### src/rtl/truth_table_sweeper.sv
// truth_table_sweeper
//
// Stimulus-and-capture stage for small combinational blocks (1 to 4 inputs).
// Drives every input combination in ascending order, holds each for SETTLE
// cycles, samples the block's output into a truth table, and compares that
// table row by row against a golden table.
//
// Parameters
//   N_IN    number of inputs of the block under test (1..4), K = 2**N_IN rows
//   SETTLE  cycles vec is held before f_in is sampled (1..15)
//
// Ports
//   clk            rising-edge clock
//   rst_n          synchronous active-low reset
//   start          begin a sweep (level, honoured only when idle)
//   expected[K]    golden table, bit i = required f for combination i
//   f_in           output of the block under test
//   vec[N_IN]      combination driven to the block under test
//   busy           high while settling/sampling
//   done           one-cycle pulse when a sweep completes
//   table_out[K]   captured truth table
//   match          last completed sweep had no mismatching rows
//   err_count      mismatching rows in the current/last sweep (0..K)
//   first_err_idx  combination of the first mismatch, 0 if none
module truth_table_sweeper #(
    parameter int N_IN   = 2,
    parameter int SETTLE = 1
) (
    input  logic                   clk,
    input  logic                   rst_n,
    input  logic                   start,
    input  logic [(2**N_IN)-1:0]   expected,
    input  logic                   f_in,
    output logic [N_IN-1:0]        vec,
    output logic                   busy,
    output logic                   done,
    output logic [(2**N_IN)-1:0]   table_out,
    output logic                   match,
    output logic [N_IN:0]          err_count,
    output logic [N_IN-1:0]        first_err_idx
);

    localparam logic [3:0]      SETTLE_LAST = 4'(SETTLE - 1);
    localparam logic [N_IN-1:0] VEC_LAST    = '1;

    typedef enum logic [1:0] {
        S_IDLE,
        S_SETTLE,
        S_SAMPLE,
        S_DONE
    } state_t;

    state_t          state;
    logic [3:0]      settle_cnt;
    logic            mismatch;
    logic [N_IN:0]   err_next;

    // Error count including the row being sampled this cycle; lets match be
    // registered together with done so it is already valid in the done cycle.
    always_comb begin
        mismatch = (f_in != expected[vec]);
        err_next = mismatch ? err_count + 1'b1 : err_count;
    end

    always_ff @(posedge clk) begin
        if (!rst_n) begin
            state         <= S_IDLE;
            settle_cnt    <= '0;
            vec           <= '0;
            busy          <= 1'b0;
            done          <= 1'b0;
            table_out     <= '0;
            match         <= 1'b0;
            err_count     <= '0;
            first_err_idx <= '0;
        end else begin
            case (state)
                S_IDLE: begin
                    if (start) begin
                        table_out     <= '0;
                        err_count     <= '0;
                        first_err_idx <= '0;
                        match         <= 1'b0;
                        settle_cnt    <= '0;
                        vec           <= '0;
                        busy          <= 1'b1;
                        state         <= S_SETTLE;
                    end
                end

                // Counter stops at SETTLE-1 and clears, so exactly SETTLE
                // cycles are spent here per row.
                S_SETTLE: begin
                    if (settle_cnt == SETTLE_LAST) begin
                        settle_cnt <= '0;
                        state      <= S_SAMPLE;
                    end else begin
                        settle_cnt <= settle_cnt + 1'b1;
                    end
                end

                S_SAMPLE: begin
                    table_out[vec] <= f_in;
                    err_count      <= err_next;
                    if (mismatch && (err_count == '0)) begin
                        first_err_idx <= vec;
                    end
                    // Last row: vec stays at K-1, no wrap-around.
                    if (vec == VEC_LAST) begin
                        busy  <= 1'b0;
                        done  <= 1'b1;
                        match <= (err_next == '0);
                        state <= S_DONE;
                    end else begin
                        vec   <= vec + 1'b1;
                        state <= S_SETTLE;
                    end
                end

                S_DONE: begin
                    done  <= 1'b0;
                    state <= S_IDLE;
                end

                default: begin
                    state <= S_IDLE;
                end
            endcase
        end
    end

endmodule

### config.mk
export PLATFORM = sky130hd
export DESIGN_NAME = truth_table_sweeper
export DESIGN_NICKNAME = d
export VERILOG_FILES = /design/src/rtl/truth_table_sweeper.sv
export SDC_FILE = /design/constraint.sdc
export NUM_CORES = 1
export LEC_CHECK = 0
export BUFFER_PORTS_ARGS = -buffer_cell sky130_fd_sc_hd__buf_2
export CAP_MARGIN = 30
export CORE_MARGIN = 3
export CORE_UTILIZATION = 41
export CTS_CLUSTER_SIZE = 30
export DETAILED_ROUTE_END_ITERATION = 6
export PLACE_DENSITY = 0.64
export SLEW_MARGIN = 10
export SYNTH_ARGS = -nofsm -noshare
export SYNTH_HDL_FRONTEND = slang
export SYNTH_SLANG_ARGS = --single-unit
### constraint.sdc
create_clock -name clk -period 4 [get_ports clk]
set_input_delay 0.4 -clock clk [delete_from_list [all_inputs] [get_ports clk]]
set_output_delay 0.4 -clock clk [all_outputs]
set_load 0.01 [all_outputs]
==> impl_metrics.py, run 1 <==
metrics = {
    "run_status": {
        "status": "completed",
    },
    "clocking": {
        "cts.path.max_buffers": 2,
        "ctsResizeCount": 0,
        "cts_setup_buffers": 0,
        "clk_pin_slew_ns": 0.11,
        "hold_buffers": 0,
        "clk_latency_ns": 0.30,
        "numCtsBuffers": 3,
        "cts.sinks": 20,
        "cts_max_level": 1,
        "cts_tree": "done",
        "clockRootBuffer": "clkbuf_4",
    },
    "detailed_routing": {
        "dr.pass1.iters": 4,
        "drc": 0,
        "drtIter0Drc": 30,
        "drtAntennaViolNets": 0,
        "drt_wl_total_um": 2360,
        "vias": 955,
        "vias_per_cell": 5.46,
        "post_drt_wl_per_cell_um": 13.5,
    },
    "timing": {
        "tightest_slew_ns": 0.753,
        "clock_skew_ns": 0.00371,
        "max_freq_ghz": 0.525,
        "worst_slack_ns": 2.10,
        "setup_tns_ns": 0,
        "final_max_slew_viol_count": 0,
        "holdWs_ns": 0.432,
        "period_needed_ns": 1.90,
        "period_share_pct": 47.6,
        "finalSetupViolCount": 0,
        "slew_headroom_pct": 49.7,
        "rsz0062_at_grt": "false",
        "hold_violations": 0,
    },
    "power_and_ir_drop": {
        "p_switching_w": 0.0000943,
        "power.share.clock_pct": 27.1,
        "powerDensity_nw_per_um2": 285,
        "combPwrFrac_pct": 13.5,
        "seqPwrFrac_pct": 59.4,
        "swShare_pct": 26.9,
        "cellLeakagePower_nw": 0.511,
        "ir_worst_vdd_mv": 0.193,
        "p_int_w": 0.000256,
    },
    "final_layout": {
        "final_nets": 163,
        "antennaDiodeCount": 0,
        "syn2layout_area_growth_pct": 12.7,
        "final_layout_size_suffix_gt1_share_pct": 22.1,
        "final_cells": 175,
        "fin_area_um2": 1230,
    },
    "global_route": {
        "grt-ovfl-total": 0,
        "grtUsageTotal_pct": 15.0,
        "grt_pass1_wl_um": 3940,
        "antenna_found_initial": 0,
        "grt_start_max_net_pins": 18,
        "grt_pass1_vias": 848,
    },
    "place": {
        "gp_congestion": 0.804,
        "dp.final_hpwl_um": 1680,
        "dp.cells": 171,
        "port_buffers": 21,
        "pre_cts_slack_ns": 1.88,
        "placed_cell_area_um2": 1200,
    },
    "floorplan": {
        "dieWidth_um": 57.6,
        "core_um2": 2500,
        "initial_utilization_pct": 43.7,
        "pin_count": 22,
        "fp.dieH_um": 57.6,
        "fp-row-count": 18,
        "die-area_um2": 3320,
    },
    "logic_synthesis": {
        "synth.distinct_cells": 35,
        "synth-xor-area-share_pct": 2.29,
        "synth.area.mux_share_pct": 6.76,
        "yosys-top-cells-area": "dfxtp_1 37%, ha_1 9.2%, a21oi_1 4.6%",
        "synthAdderAreaFrac_pct": 9.16,
        "synth_seq_cells": 20,
        "synth_compound_area_share_pct": 17.9,
        "synth-async-reset-ratio_pct": 0,
        "yosysTopAreaCellShare_pct": 36.7,
        "synth_edf_count": 0,
        "synth_top_family_by_area": "simple AND/OR/NAND/NOR gates",
        "synth_simple_gate_area_share_pct": 20.4,
        "syn_inst": 128,
        "synth_area_um2": 1090,
        "synth_top_flop_cell": "dfxtp_1",
        "synth_warnings": 0,
        "synth.avg_cell_area_um2": 8.53,
        "seq_area_frac_synth_pct": 36.7,
        "yosys.area.top_type": "dfxtp_1",
        "synthesis.nets": 144,
    },
    "critical_path": {
        "worst_path_largest_cell_delay_ns": 0.59,
        "rrSetupSlack_ns": 2.10,
        "setup.worst_path.end_class": "register",
        "slowest_stage": "mux4_2",
        "crit_chain": "mux4_2 -> xor2_2 -> and4_4 -> mux2i_1",
        "required_ns": 4.24,
        "crit_type": "register to register",
        "critPathMaxFanout": 7,
        "cp.arrival_ns": 2.14,
        "critPathLaunchType": "register",
    },
    "job": {
        "max-cap-violations": 0,
    },
    "hold_path": {
        "hold_path.class": "input pin to register",
    },
}
==> placed cells by master, fill, tap and decap left out, drive strengths merged <==
cell type / n
nand4: 2
ha: 8
nand3: 8
and4: 1
o21ai: 3
o211a: 1
o22ai: 1
a21oi: 10
a21o: 1
o221a: 1
a211oi: 1
and3: 1
mux2i: 4
o311a: 1
a22oi: 2
nand2b: 2
clkbuf: 3
nand2: 8
dfxtp: 20
buf: 22
a2bb2oi: 1
xnor2: 1
a32oi: 3
or3b: 2
nor2: 13
inv: 11
nor3: 2
nor3b: 2
a31oi: 2
o211ai: 1
mux4: 1
o21bai: 1
nor2b: 3
mux2: 1
xor2: 1
==> synthesized netlist by cell type (all sizes together) (2+ instances only) <==
cell    instances
a21oi          10
a22oi           2
a31oi           2
a32oi           3
buf             3
clkbuf          5
dfxtp          20
ha              8
inv            11
mux2i           4
nand2           8
nand2b          2
nand3           8
nand4           2
nor2           13
nor2b           3
nor3            2
nor3b           2
o21ai           3
or3b            2
==> per-stage QoR <==
step	total power, W	utilization, %
6_report	0.000351	49.2
5_1_grt	0.000368	49.2
4_1_cts	0.000354	48.9
3_5_place_dp	0.000259	48.0
3_3_place_gp	0.000258	48.0
2_1_floorplan	0.000246	-
==> critical path, delay by kind of cell (launching register included) <==
family,cells,cell delay (ns)
xor+xnor,1,0.32
mux,2,0.76
flops,1,0.47
simple gates,1,0.29
==> cell families (layout without fill, tap and decap cells) <==
kind of cell,Yosys count,after routing
AND/OR/NAND/NOR,44,44
AO/OA/AOI/OAI,29,29
flip-flops,20,20
buffers and inverters,19,36
adder cells (fa/ha/maj),8,8
multiplexers,6,6
XOR/XNOR,2,2
==> final cells by class <==
type / instances / area [um2]
sequential: 20 / 400
clock buffer: 3 / 22.5
tap: 30 / 37.5
inverter: 11 / 41.3
fill: 245 / 1270
multi-input combinational: 89 / 617
timing repair buffer: 22 / 113
==> state kept, by name, indices dropped and copies added (netlist names) <==
register       cells
err_count          3
busy               1
done               1
match              1
settle_cnt         4
vec                2
first_err_idx      2
state              2
table_out          4
==> power groups by stage <==
stage,Combinational [W],Clock [W],Sequential [W]
global placement,0.0000450,0,0.000213
floorplan,0.0000358,0,0.000210
CTS,0.0000460,0.000100,0.000208
detailed placement,0.0000459,0,0.000213
finish,0.0000472,0.0000950,0.000208
global route,0.0000516,0.000107,0.000209
==> path summary, 6_finish.rpt <==
| check | to | cells after the start | start |
|---|---|---|---|
| min reg2reg | first_err_idx[1] | 2 | first_err_idx[1] |
| max reg2reg | first_err_idx[1] | 4 | vec[0] |
| max | first_err_idx[1] | 4 | vec[0] |
| min | err_count[2] | 2 | rst_n |
==> layer usage <==
layer  global-route usage (%)  share of wire, %  vias to the layer above
li1                         -                 -                      482
met1                     20.7                48                      442
met2                     22.7                44                       29
met3                     4.45               6.9                        2
met4                     3.97               1.0                        0
met5                        0                 0                        -
Power figures use the tool's default switching activity.
==> inputs of run 2 (changes only) <==
==> constraint.sdc (replaced) <==
create_clock -name clk -period 1.8 [get_ports clk]
set_input_delay 0.18 -clock clk [delete_from_list [all_inputs] [get_ports clk]]
set_output_delay 0.18 -clock clk [all_outputs]
set_load 0.01 [all_outputs]
==> run 2 against run 1 <==
  * Sequential power up 120%
  * Global-route usage rose by 0.57 points
  * Cell count up 4.6%
  * Total power rose by 140%
  * Cell area grew 6.4%
  * Clock-buffer cell count rose by 1
  * Sequential share of layout area down 1.9 points
  * Register-to-register slack lost 2.0 ns
  * Core utilization up 3.2 points
  * Hold slack worse by 0.23 ns
  * Worst setup slack worse by 2.0 ns
==> impl_metrics.py, run 2 (synthesis gave the netlist of run 1 again) <==
metrics = {
    "run_status": {
        "status": "completed",
    },
    "place": {
        "dp.cells": 178,
        "gp_congestion": 0.809,
        "port_buffers": 21,
        "dp.final_hpwl_um": 1780,
        "placed_cell_area_um2": 1250,
        "pre_cts_slack_ns": 0.0324,
    },
    "clocking": {
        "cts_max_level": 1,
        "clk_latency_ns": 0.31,
        "cts_tree": "done",
        "cts.sinks": 20,
        "hold_buffers": 0,
        "clockRootBuffer": "clkbuf_4",
        "numCtsBuffers": 3,
        "cts.path.max_buffers": 2,
        "clk_pin_slew_ns": 0.12,
    },
    "final_layout": {
        "multi_input_area_um2": 628,
        "reg.largest.list": "settle_cnt (4), table_out (4), err_count (3)",
        "n_fill_cell": 250,
        "mostFrequentLayoutCells": "21 x buf_2, 19 x dfxtp_1, 13 x nor2_1",
        "final_common_cell": "buf_2",
        "fin_area_um2": 1310,
        "final_cells": 183,
        "syn2layout_area_growth_pct": 19.9,
        "seqCellArea_um2": 402,
        "final_nets": 170,
        "final_layout_size_suffix_gt1_share_pct": 26.8,
        "antennaDiodeCount": 0,
    },
    "critical_path": {
        "critPathLaunchType": "register",
        "critPathTopFamily": "multiplexers",
        "slowest_stage": "mux4_2",
        "worst_path_largest_cell_delay_ns": 0.57,
        "r2r.worst_path.cells": 5,
        "crit_type": "register to register",
        "crit_buf_inv": 1,
        "crit_chain": "mux4_2 -> buf_4 -> xnor2_1 -> o21ai_0 -> o311a_1",
        "critPathMaxFanout": 3,
        "cp.arrival_ns": 1.93,
        "required_ns": 2.01,
        "crit_cells": 5,
        "setup.worst_path.end_class": "register",
    },
    "timing": {
        "final_max_slew_viol_count": 0,
        "hold_violations": 0,
        "period_needed_ns": 1.72,
        "clock_skew_ns": 0.00993,
        "slew_headroom_pct": 70.7,
        "holdWs_ns": 0.205,
        "max_freq_ghz": 0.582,
        "finalSetupViolCount": 0,
        "period_share_pct": 95.5,
        "worst_slack_ns": 0.0813,
        "rsz0062_at_grt": "true",
        "tightest_slew_ns": 0.438,
    },
    "detailed_routing": {
        "dr.pass1.iters": 4,
        "vias": 1003,
        "drtIter0Drc": 34,
        "drt_wl_total_um": 2410,
        "drc": 0,
        "vias_per_cell": 5.48,
        "drtAntennaViolNets": 0,
        "post_drt_wl_per_cell_um": 13.2,
    },
    "floorplan": {
        "fp-row-count": 18,
        "dieWidth_um": 57.6,
        "core_um2": 2500,
        "initial_utilization_pct": 43.7,
        "fp.dieH_um": 57.6,
        "die-area_um2": 3320,
        "pin_count": 22,
    },
    "power_and_ir_drop": {
        "combPwrFrac_pct": 14.9,
        "p_int_w": 0.000628,
        "cellLeakagePower_nw": 0.557,
        "seqPwrFrac_pct": 53.4,
        "p_switching_w": 0.000225,
        "p_total_w": 0.000853,
        "power.share.clock_pct": 31.6,
        "ir_worst_vdd_mv": 0.534,
        "powerDensity_nw_per_um2": 651,
        "swShare_pct": 26.4,
    },
    "hold_path": {
        "holdPathStages": 2,
        "hold_path.class": "input pin to register",
    },
    "global_route": {
        "grt-ovfl-total": 0,
        "grt_start_max_net_pins": 15,
        "grt_pass1_wl_um": 4130,
        "grt_pass1_vias": 958,
        "antenna_found_initial": 0,
        "grtUsageTotal_pct": 15.5,
    },
    "job": {
        "max-cap-violations": 0,
    },
}
[run 2: cell types whose count changed in the layout (fill, tap and decap cells not counted), sizes merged]
cell | previous run | this run
buf | 22 | 29
clkbuf | 3 | 4
[run 2: cell type report]
cell class	instances	area share, %
inverters	11	3.15
flip-flops and latches	20	30.7
well taps	30	2.87
multi-input cells	89	47.9
clock buffers	4	2.77
repair buffers	29	12.6
[run 2: timing repair]
action                     in CTS  in global routing
setup endpoints to repair       0                  3
resized for setup               0                  2
buffers inserted                0                  1
[run 2: power groups by stage]
| stage | logic [W] | clock network [W] | registers [W] |
|---|---|---|---|
| finish | 0.000128 | 0.000270 | 0.000456 |
| CTS | 0.000121 | 0.000274 | 0.000456 |
| floorplan | 0.0000796 | 0 | 0.000468 |
| global route | 0.000143 | 0.000292 | 0.000458 |
| global placement | 0.000119 | 0 | 0.000465 |
| detailed placement | 0.000121 | 0 | 0.000466 |
[run 2: per-stage QoR]
step / TNS [ns] / utilization (%)
after floorplan: 0 / -
after global placement: 0 / 50.2
after detailed placement: 0 / 50.2
after CTS: 0 / 51.6
after global routing: -0.0173 / 52.4
final: 0 / 52.4
[run 2: layer usage]
layer / global-route usage [%] / wire length [um] / vias up
met5: 0 / 0 / -
met4: 5.96 / 40 / 0
met3: 2.67 / 121 / 5
met2: 25.6 / 1100 / 28
met1: 20.2 / 1150 / 469
li1: - / - / 501
[run 2: final timing paths]
path                    startpoint          endpoint  slack, ns
setup / recovery            vec[0]      err_count[2]       0.08
hold / removal               rst_n      err_count[2]       0.20
setup reg to reg            vec[0]      err_count[2]       0.08
hold reg to reg   first_err_idx[0]  first_err_idx[0]       0.49
